===== config.mk =====
export PLATFORM = sky130hd
export DESIGN_NAME = periph_bus_arbiter
export DESIGN_NICKNAME = d
export VERILOG_FILES = /design/src/rtl/periph_bus_pkg.sv /design/src/rtl/periph_bus_arbiter_rr_arb2.sv /design/src/rtl/periph_bus_arbiter.sv
export SDC_FILE = /design/constraint.sdc
export NUM_CORES = 1
export LEC_CHECK = 0
export CAP_MARGIN = 5
export CORE_MARGIN = 2
export CORE_UTILIZATION = 35
export CTS_CLUSTER_DIAMETER = 120
export CTS_CLUSTER_SIZE = 24
export DETAILED_ROUTE_END_ITERATION = 7
export PLACE_DENSITY_LB_ADDON = 0.05
export SLEW_MARGIN = 25
export SYNTH_ARGS = -nofsm -noshare
export SYNTH_HDL_FRONTEND = slang
export SYNTH_SLANG_ARGS = --single-unit

===== constraint.sdc =====
create_clock -name clk -period 4.8 [get_ports clk]
set_input_delay 0.72 -clock clk [delete_from_list [all_inputs] [get_ports clk]]
set_output_delay 0.72 -clock clk [all_outputs]
set_load 0.005 [all_outputs]

===== src/rtl/periph_bus_pkg.sv =====
// Shared types and constants for the peripheral bus arbiter.
package periph_bus_pkg;

    localparam int unsigned ADDR_W = 32;
    localparam int unsigned DATA_W = 32;

    // Arbiter FSM states.
    typedef enum logic [1:0] {
        IDLE      = 2'd0,
        ACCESS    = 2'd1,
        LOCK_WAIT = 2'd2
    } state_t;

    // Master indices.
    localparam logic M0 = 1'b0;
    localparam logic M1 = 1'b1;

    // Peripheral register word addresses.
    localparam logic [ADDR_W-1:0] ADDR_TH     = 32'h4000_0000;
    localparam logic [ADDR_W-1:0] ADDR_TL     = 32'h4000_0004;
    localparam logic [ADDR_W-1:0] ADDR_TCON   = 32'h4000_0008;
    localparam logic [ADDR_W-1:0] ADDR_LED    = 32'h4000_000C;
    localparam logic [ADDR_W-1:0] ADDR_SWITCH = 32'h4000_0010;
    localparam logic [ADDR_W-1:0] ADDR_DIGI   = 32'h4000_0014;

    // One master's bus command.
    typedef struct packed {
        logic              rd;
        logic              wr;
        logic              lock;
        logic [ADDR_W-1:0] addr;
        logic [DATA_W-1:0] wdata;
    } bus_cmd_t;

    // True when a command must be answered with an error instead of a bus cycle.
    function automatic logic cmd_bad(input bus_cmd_t cmd,
                                     input logic [ADDR_W-1:0] base,
                                     input logic [ADDR_W-1:0] last);
        return (cmd.addr < base) || (cmd.addr > last) ||
               (cmd.addr[1:0] != 2'b00) || (cmd.rd == cmd.wr);
    endfunction

endpackage


===== src/rtl/periph_bus_arbiter_rr_arb2.sv =====
// Two-way combinational round-robin picker.
module rr_arb2
    import periph_bus_pkg::*;
(
    input  logic [1:0] eligible,
    input  logic       last_served,
    input  logic       exclude_valid,
    input  logic       exclude_idx,
    output logic       grant_valid,
    output logic       grant_idx
);

    logic [1:0] w_mask;
    logic [1:0] w_cand;

    // Drop the excluded master, then break ties against the last one served.
    always_comb begin
        w_mask = 2'b00;
        if (exclude_valid) begin
            w_mask[exclude_idx] = 1'b1;
        end
        w_cand      = eligible & ~w_mask;
        grant_valid = |w_cand;
        grant_idx   = M0;
        if (&w_cand) begin
            grant_idx = ~last_served;
        end else if (w_cand[M1]) begin
            grant_idx = M1;
        end
    end

endmodule


===== src/rtl/periph_bus_arbiter.sv =====
// Peripheral register bus arbiter: CPU (M0) and DMA/UART (M1) share one
// registered access per cycle, with locked RMW sequences and a lock timeout.
module periph_bus_arbiter
    import periph_bus_pkg::*;
#(
    parameter int unsigned       LOCK_TIMEOUT = 16,
    parameter logic [ADDR_W-1:0] ADDR_BASE    = 32'h4000_0000,
    parameter logic [ADDR_W-1:0] ADDR_LAST    = 32'h4000_0014
) (
    input  logic              clk,
    input  logic              reset,
    input  logic              m0_req,
    input  logic              m0_rd,
    input  logic              m0_wr,
    input  logic              m0_lock,
    input  logic [ADDR_W-1:0] m0_addr,
    input  logic [DATA_W-1:0] m0_wdata,
    output logic              m0_ack,
    output logic              m0_err,
    output logic [DATA_W-1:0] m0_rdata,
    input  logic              m1_req,
    input  logic              m1_rd,
    input  logic              m1_wr,
    input  logic              m1_lock,
    input  logic [ADDR_W-1:0] m1_addr,
    input  logic [DATA_W-1:0] m1_wdata,
    output logic              m1_ack,
    output logic              m1_err,
    output logic [DATA_W-1:0] m1_rdata,
    output logic              p_rd,
    output logic              p_wr,
    output logic [ADDR_W-1:0] p_addr,
    output logic [DATA_W-1:0] p_wdata,
    input  logic [DATA_W-1:0] p_rdata,
    output logic              lock_err
);

    localparam int unsigned TMR_W = $clog2(LOCK_TIMEOUT + 1);

    state_t            r_state;
    logic              r_owner;
    logic              r_last;
    logic              r_lock;
    logic              r_err;
    logic [TMR_W-1:0]  r_timer;
    logic              r_p_rd;
    logic              r_p_wr;
    logic [ADDR_W-1:0] r_p_addr;
    logic [DATA_W-1:0] r_p_wdata;
    logic              r_m0_ack;
    logic              r_m0_err;
    logic [DATA_W-1:0] r_m0_rdata;
    logic              r_m1_ack;
    logic              r_m1_err;
    logic [DATA_W-1:0] r_m1_rdata;
    logic              r_lock_err;

    bus_cmd_t          w_cmd_m0;
    bus_cmd_t          w_cmd_m1;
    bus_cmd_t          w_cmd;
    logic [1:0]        w_elig;
    logic              w_grant_valid;
    logic              w_grant_idx;
    logic              w_sel_idx;
    logic              w_load;
    logic              w_bad;

    assign w_cmd_m0 = {m0_rd, m0_wr, m0_lock, m0_addr, m0_wdata};
    assign w_cmd_m1 = {m1_rd, m1_wr, m1_lock, m1_addr, m1_wdata};

    // A master's command in its own ack cycle is stale.
    assign w_elig = {m1_req & ~r_m1_ack, m0_req & ~r_m0_ack};

    rr_arb2 u_arb (
        .eligible      (w_elig),
        .last_served   (r_last),
        .exclude_valid (r_state == ACCESS),
        .exclude_idx   (r_owner),
        .grant_valid   (w_grant_valid),
        .grant_idx     (w_grant_idx)
    );

    // Decide whether a new command is loaded onto the bus at this edge, and whose.
    always_comb begin
        w_sel_idx = w_grant_idx;
        w_load    = 1'b0;
        case (r_state)
            IDLE:      w_load = w_grant_valid;
            ACCESS:    w_load = ~r_lock & w_grant_valid;
            LOCK_WAIT: begin
                w_sel_idx = r_owner;
                w_load    = w_elig[r_owner];
            end
            default:   w_load = 1'b0;
        endcase
        w_cmd = w_sel_idx ? w_cmd_m1 : w_cmd_m0;
        w_bad = cmd_bad(w_cmd, ADDR_BASE, ADDR_LAST);
    end

    // Arbiter FSM with registered bus strobes and master responses.
    always_ff @(posedge clk or posedge reset) begin
        if (reset) begin
            r_state    <= IDLE;
            r_owner    <= M0;
            r_last     <= M1;
            r_lock     <= 1'b0;
            r_err      <= 1'b0;
            r_timer    <= '0;
            r_p_rd     <= 1'b0;
            r_p_wr     <= 1'b0;
            r_p_addr   <= '0;
            r_p_wdata  <= '0;
            r_m0_ack   <= 1'b0;
            r_m0_err   <= 1'b0;
            r_m0_rdata <= '0;
            r_m1_ack   <= 1'b0;
            r_m1_err   <= 1'b0;
            r_m1_rdata <= '0;
            r_lock_err <= 1'b0;
        end else begin
            r_m0_ack  <= 1'b0;
            r_m0_err  <= 1'b0;
            r_m1_ack  <= 1'b0;
            r_m1_err  <= 1'b0;
            r_p_rd    <= 1'b0;
            r_p_wr    <= 1'b0;
            r_p_addr  <= '0;
            r_p_wdata <= '0;
            case (r_state)
                IDLE: begin
                    if (w_load) begin
                        r_state <= ACCESS;
                    end
                end
                ACCESS: begin
                    r_last <= r_owner;
                    if (r_owner == M1) begin
                        r_m1_ack   <= 1'b1;
                        r_m1_err   <= r_err;
                        r_m1_rdata <= r_p_rd ? p_rdata : '0;
                    end else begin
                        r_m0_ack   <= 1'b1;
                        r_m0_err   <= r_err;
                        r_m0_rdata <= r_p_rd ? p_rdata : '0;
                    end
                    if (r_lock) begin
                        r_state <= LOCK_WAIT;
                        r_timer <= '0;
                    end else if (w_load) begin
                        r_state <= ACCESS;
                    end else begin
                        r_state <= IDLE;
                    end
                end
                LOCK_WAIT: begin
                    if (w_load) begin
                        r_state <= ACCESS;
                    end else if (r_timer + TMR_W'(1) == TMR_W'(LOCK_TIMEOUT)) begin
                        r_state    <= IDLE;
                        r_lock_err <= 1'b1;
                    end else begin
                        r_timer <= r_timer + TMR_W'(1);
                    end
                end
                default: r_state <= IDLE;
            endcase
            // Erroneous commands still take an ACCESS slot but never touch the bus.
            if (w_load) begin
                r_owner   <= w_sel_idx;
                r_err     <= w_bad;
                r_lock    <= w_cmd.lock & ~w_bad;
                r_p_rd    <= w_cmd.rd & ~w_bad;
                r_p_wr    <= w_cmd.wr & ~w_bad;
                r_p_addr  <= w_bad ? '0 : w_cmd.addr;
                r_p_wdata <= w_bad ? '0 : w_cmd.wdata;
            end
        end
    end

    assign m0_ack   = r_m0_ack;
    assign m0_err   = r_m0_err;
    assign m0_rdata = r_m0_rdata;
    assign m1_ack   = r_m1_ack;
    assign m1_err   = r_m1_err;
    assign m1_rdata = r_m1_rdata;
    assign p_rd     = r_p_rd;
    assign p_wr     = r_p_wr;
    assign p_addr   = r_p_addr;
    assign p_wdata  = r_p_wdata;
    assign lock_err = r_lock_err;

endmodule


=== Word level (Yosys, flattened, before mapping) ===
Cells that the tools add are included.

* Word-level logic and storage cells: 95
* Register bits: 146
* Memory bits (writable): 0
* Latch bits: 0
* Input bits: 170
* ROM bits: 0
* Output and inout port bits: 135
* Memories: 0

* Div/mod/pow operators: 0
* Reduce and logical (&&, ||, !) cells: 14
* Equal/unequal tests: 9
* Muxes and demuxes: 35
* Shifts and indexed selects: 0
* Add/subtract/negate cells: 1
* $mul: 0
* Bitwise gates (word level): 15
* $lt $le $gt $ge: 4

{| class="wikitable"
|+ Operators with widths
! kind !! count
|-
| $mux W32 || 5
|-
| $mux W67 || 1
|-
| $gt A32 B31 Y1 const B || 1
|-
| $lt A32 B31 Y1 const B || 1
|-
| $mux W1 || 17
|-
| $mux W5 || 3
|-
| $mux W2 || 5
|-
| $pmux W5 S2 || 1
|-
| $ne A2 B2 Y1 const B || 4
|-
| $reduce_and A2 Y1 || 4
|-
| $not A1 Y1 || 7
|-
| $and A1 B1 Y1 || 6
|-
| $pmux W2 S3 || 1
|-
| $add A5 B1 Y5 const B || 1
|-
| $eq A5 B5 Y1 const B || 1
|-
| $reduce_and A4 Y1 || 1
|-
| $reduce_bool A2 Y1 || 2
|-
| $logic_or A1 B1 Y1 || 3
|-
| $ne A3 B3 Y1 const B || 1
|-
| $pmux W1 S3 || 1
|-
| $reduce_and A3 Y1 || 1
|-
| $and A2 B2 Y2 || 1
|-
| $eq A2 B1 Y1 const B || 1
|-
| $eq A2 B2 Y1 const B || 1
|-
| 8 further kinds || 8
|}

=== Longest topological paths before layout ===
* Depth in word-level cells: 18
* Gate-level depth with buffers: 9
* Gate-level depth less buffers: 7

=== Hierarchy ===
Synthesis repeated with hierarchy kept, for this count alone.

* Cells, all modules: 543
* Area, all modules: 5650.4 µm²

{| class="wikitable"
|+ By module, submodules not included
! module !! sequential area each (µm²) !! instances !! area each (µm²) !! cells each
|-
| periph_bus_arbiter || 3654.8 || 1 || 5614.1 || 537
|-
| rr_arb2 || 0.0 || 1 || 36.3 || 6
|}

=== Worst setup path before layout ===
No wires, ideal clock.

* Kind: in2reg
* From: in m1_addr[0]
* To: reg r_p_addr[2] (netlist: p_addr[2])
* Path buffers: 2
* Arrival time: 2.036 ns
* Cell stages on the path: 8
* Setup slack: 2.695 ns
* Library setup time: 0.069 ns
* Cell sequence: nor4b_1 -> nand4_1 -> nor4_1 -> mux2i_1 -> or2_4 -> buf_6 -> buf_12 -> nor2_4

* Longest elaborated chain between the ends: 7
* Elaborated cells between the ends (all ways): 9
* Classes of those cells: order compare (2); mux (3); reduce/logical (4)

{| class="wikitable"
|+ Ends and longest elaborated chain
! element !! line !! RTL
|-
| from (decl) || periph_bus_arbiter.sv:25 || <nowiki>input logic [ADDR_W-1:0] m1_addr,</nowiki>
|-
| $mux W67 * || periph_bus_arbiter.sv:96 || <nowiki>w_cmd = w_sel_idx ? w_cmd_m1 : w_cmd_m0;</nowiki>
|-
| $lt A32 B31 Y1 or $gt A32 B31 Y1 (tied branches) || periph_bus_pkg.sv:39 || <nowiki>return (cmd.addr < base) || (cmd.addr > last) ||</nowiki>
|-
| $logic_or A1 B1 Y1 || periph_bus_pkg.sv:39 ||
|-
| $logic_or A1 B1 Y1 * || periph_bus_pkg.sv:39 ||
|-
| $logic_or A1 B1 Y1 * || periph_bus_pkg.sv:40 || <nowiki>(cmd.addr[1:0] != 2'b00) || (cmd.rd == cmd.wr);</nowiki>
|-
| $mux W32 * || periph_bus_arbiter.sv:174 || <nowiki>r_p_addr <= w_bad ? '0 : w_cmd.addr;</nowiki>
|-
| $mux W32 * || periph_bus_arbiter.sv:168 || <nowiki>if (w_load) begin</nowiki>
|-
| to (signal assigned) || periph_bus_arbiter.sv:174 ||
|-
| to (decl) || periph_bus_arbiter.sv:48 || <nowiki>logic [ADDR_W-1:0] r_p_addr;</nowiki>
|}

Mark *: on every way between the ends. The rest lies on a longest branch, timed or not.
A chain may end at the register's enable or synchronous reset.

=== Final worst setup path ===
* From: in m1_wr
* To: reg r_err

* Longest elaborated chain between the ends: 3

{| class="wikitable"
|+ Ends and longest elaborated chain
! element !! line !! RTL
|-
| from (decl) || periph_bus_arbiter.sv:23 || <nowiki>input logic m1_wr,</nowiki>
|-
| $mux W67 || periph_bus_arbiter.sv:96 ||
|-
| $eq A1 B1 Y1 || periph_bus_pkg.sv:40 ||
|-
| $logic_or A1 B1 Y1 || periph_bus_pkg.sv:40 ||
|-
| to (signal assigned) || periph_bus_arbiter.sv:170 || <nowiki>r_err <= w_bad;</nowiki>
|-
| to (decl) || periph_bus_arbiter.sv:44 || <nowiki>logic r_err;</nowiki>
|}

No other way between the ends.

==> impl_metrics.csv <==
group,metric,value,unit
grt,overflow,0,
cells_and_area,fillers,1295,
grt,grt_pass1_wl,26.5,mm
synth,synth_ff_type,"dfrtp_1",
cells_and_area,n_antenna_cell,0,
outcome,status,"complete, no violations",
critical_path,crit_path_max_fanout,39,
synth,async_flop_share,1.00,
synth,seq_area_frac_synth,0.644,
pwr,switchingPower,954,uW
routing,wirelength,16.5,mm
clocking,ctsRootBufferMaster,"clkbuf_16",
routing,postRouteAntennaNets,0,
sta,fin_hold_ws,0.476,ns
pwr,combinationalPowerShare,0.217,
clocking,post_cts_buffers,0,
synth,synth-seq-cells,146,
synth,ys.warnings.count,0,
min_path,min_from,"lock_err$_DFFE_PP0P_",
pwr,irDropWorstVdd,0.000320,V
sta,slew_headroom,0.464,
floorplanning,start_util,0.357,
sta,timing.final.ws_setup,2.36,ns
floorplanning,dieWidth,131,um
sta,rsz0062_at_grt,"false",
sta,setup_viol,0,
cells_and_area,drive_gt1_frac,0.0649,
floorplanning,core,15900,um2
grt,grt_pass1_vias,5152,
place,place_congestion,0.820,
place,dp_slack,1.87,ns
grt,antenna_found_initial,0,
pwr,clockPowerShare,0.408,
critical_path,startpoint,"m1_wr",
sta,hold_viol,0,
min_path,min_path_type,"flip-flop to flip-flop",
synth,syn_area_per_cell,11.1,um2
place,dp_hpwl,12.3,mm
critical_path,crit_type,"input port to flip-flop",
clocking,cts_resized,0,
routing,drtIter0Drc,204,
clocking,cts.reportedPaths.clkPinSlew,0.06,ns
floorplanning,pin_count,305,
floorplanning,die_y,131,um
clocking,clk_latency,0.41,ns
sta,finClkSkew,0.00596,ns
sta,fin_crit_sh,0.509,
grt,grt_max_degree,121,
pwr,p_sw_frac,0.273,
routing,dr_total_vias,4867,
cells_and_area,multiInputGateArea,1950,um2
grt,grtUsageTotal,0.197,
floorplanning,row_count,46,
floorplanning,die-area,17200,um2
cells_and_area,utilization,0.607,
critical_path,rr_startpoint,"r_state[1]$_DFFE_PP0P_",
clocking,h-tree-depth,4,
routing,drc,0,
synth,ys_types,42,
pwr,intPower,2550,uW
critical_path,worstPathArrival,2.73,ns
sta,fin_crit,2.44,ns
clocking,clock-sinks,146,
clocking,cts_inserted_buffers,17,
critical_path,crit_path_end_kind,"flip-flop",
routing,drtPass1Iterations,4,
cells_and_area,syn_to_final_growth,69.8,%
cells_and_area,seqCellArea,3650,um2
sta,tightestPinTransition,0.804,ns
synth,syn_area,5670,um2
critical_path,critPathLaunchType,"input port",
synth,synth_edf_count,0,
pwr,seq_power_share,0.375,
cells_and_area,instances_no_fill,1064,
sta,fmax,0.410,GHz
pwr,pwr_density_cell,363,nW/um2
sta,fin_tns_setup,0,ns
synth,synth_cells,510,
routing,post_drt_wl_per_cell,15.5,um
clocking,ctsLongestPathBuffers,2,
critical_path,worstPathRequired,5.08,ns
sta,slew_viol_final,0,
routing,via_per_inst,4.57,
cells_and_area,nets,1007,
job,drv_cap,0,
clocking,cts_hold_buffers,0,
place,port_buffers,304,
place,place_inst,1032,
clocking,cts_tree,"built",
pwr,power.leakage,0.00409,uW
## registers in the layout, indices dropped and copies added, names as in the netlist, 2 cells and up
signal    count
m0_rdata     32
m1_rdata     32
r_state       2
p_wdata      32
r_timer       5
p_addr       32
## cells by family after synthesis
kind of cell / count (synthesis) / share of synthesized area
AOI/OAI and AO/OA: 84 / 0.0829
xor gates and xnor gates: 3 / 0.00463
adders and majority gates: 2 / 0.00441
buffers and inverters: 39 / 0.0333
DFF: 146 / 0.644
muxes: 41 / 0.0723
other: 1 / 0.000661
and+or+nand+nor: 194 / 0.157
## power by group through the flow
stage               Sequential [uW]  Combinational (uW)  Clock (uW)
finish                         1310                 760        1430
global route                   1320                 841        1520
CTS                            1310                 771        1470
detailed placement             1330                 768           0
global placement               1330                 751           0
floorplan                      1320                 481           0
## placed cells by master, fill, tap and decap left out, types with 2 or more instances in the layout
cell | synthesis | final
ha_1 | 2 | 2
clkbuf_16 | 0 | 17
mux2i_1 | 41 | 41
conb_1 | 1 | 28
a211oi_1 | 2 | 2
nor4_1 | 11 | 11
xor2_1 | 2 | 2
nor4b_1 | 3 | 3
nand2b_1 | 4 | 4
nor2_1 | 37 | 37
bufinv_16 | 0 | 5
inv_1 | 11 | 10
inv_6 | 0 | 2
nand2_1 | 113 | 112
o21ai_0 | 71 | 71
clkdlybuf4s50_1 | 0 | 304
nand3_1 | 6 | 5
dfrtp_1 | 145 | 145
o2111ai_1 | 2 | 2
clkinv_2 | 0 | 5
nand4_1 | 2 | 2
nor2_4 | 9 | 9
nor3_1 | 2 | 2
buf_4 | 1 | 3
## path summary, 6_finish.rpt
check                      cells past startpoint  slack, ns                       end
setup / recovery                               7       2.36         r_err$_DFFE_PP0P_
hold / removal                                 1       0.48      lock_err$_DFFE_PP0P_
setup reg to reg                               6       2.77         r_err$_DFFE_PP0P_
hold reg to reg                                1       0.48      lock_err$_DFFE_PP0P_
max in group asynchronous                      3       3.01  m0_rdata[31]$_DFFE_PP0P_
min in group asynchronous                      2       0.87      p_addr[22]$_DFF_PP0_
## cell type report
cell class / count / area share
Tap cell: 216 / 0.0280
Sequential cell: 146 / 0.379
Inverter: 11 / 0.00506
Timing Repair Buffer: 307 / 0.318
Clock buffer: 18 / 0.0456
Multi-Input combinational cell: 352 / 0.202
Clock inverter: 14 / 0.0217
## cell usage after synthesis, drive strengths merged, types with 2 or more instances
cell type    n  area share
dfrtp      145        0.64
nand2      113       0.075
o21ai       71       0.063
nor2        46       0.042
mux2i       41       0.072
clkbuf      19       0.013
inv         11      0.0073
nor4        11       0.012
buf          9       0.013
nand3        6      0.0053
nand2b       5      0.0068
nor4b        3      0.0046
a211oi       2      0.0026
ha           2      0.0044
nand4        2      0.0022
nor3         2      0.0018
o2111ai      2      0.0031
o32ai        2      0.0044
xor2         2      0.0031
## critical path, stage by stage
cell	delay, ns
clkdlybuf4s50_1	0.49
xor2_1	0.26
nand3_1	0.15
nor4_1	0.30
mux2i_1	0.14
or2_4	0.46
a21boi_0	0.20
## routing by layer
metal  track usage  vias up  share of wire
li1              -     2339              -
met1         0.217     2312           0.37
met2         0.367      193           0.55
met3        0.0467       23          0.056
met4        0.0731        0          0.019
met5             0        -              0
## through the flow
stage | cell area (um2) | power, uW
floorplan | 5770 | 1800
global placement | 8980 | 2080
detailed placement | 8980 | 2100
CTS | 9630 | 3550
global route | 9640 | 3680
finish | 9640 | 3500
Power figures use the tool's default switching activity.
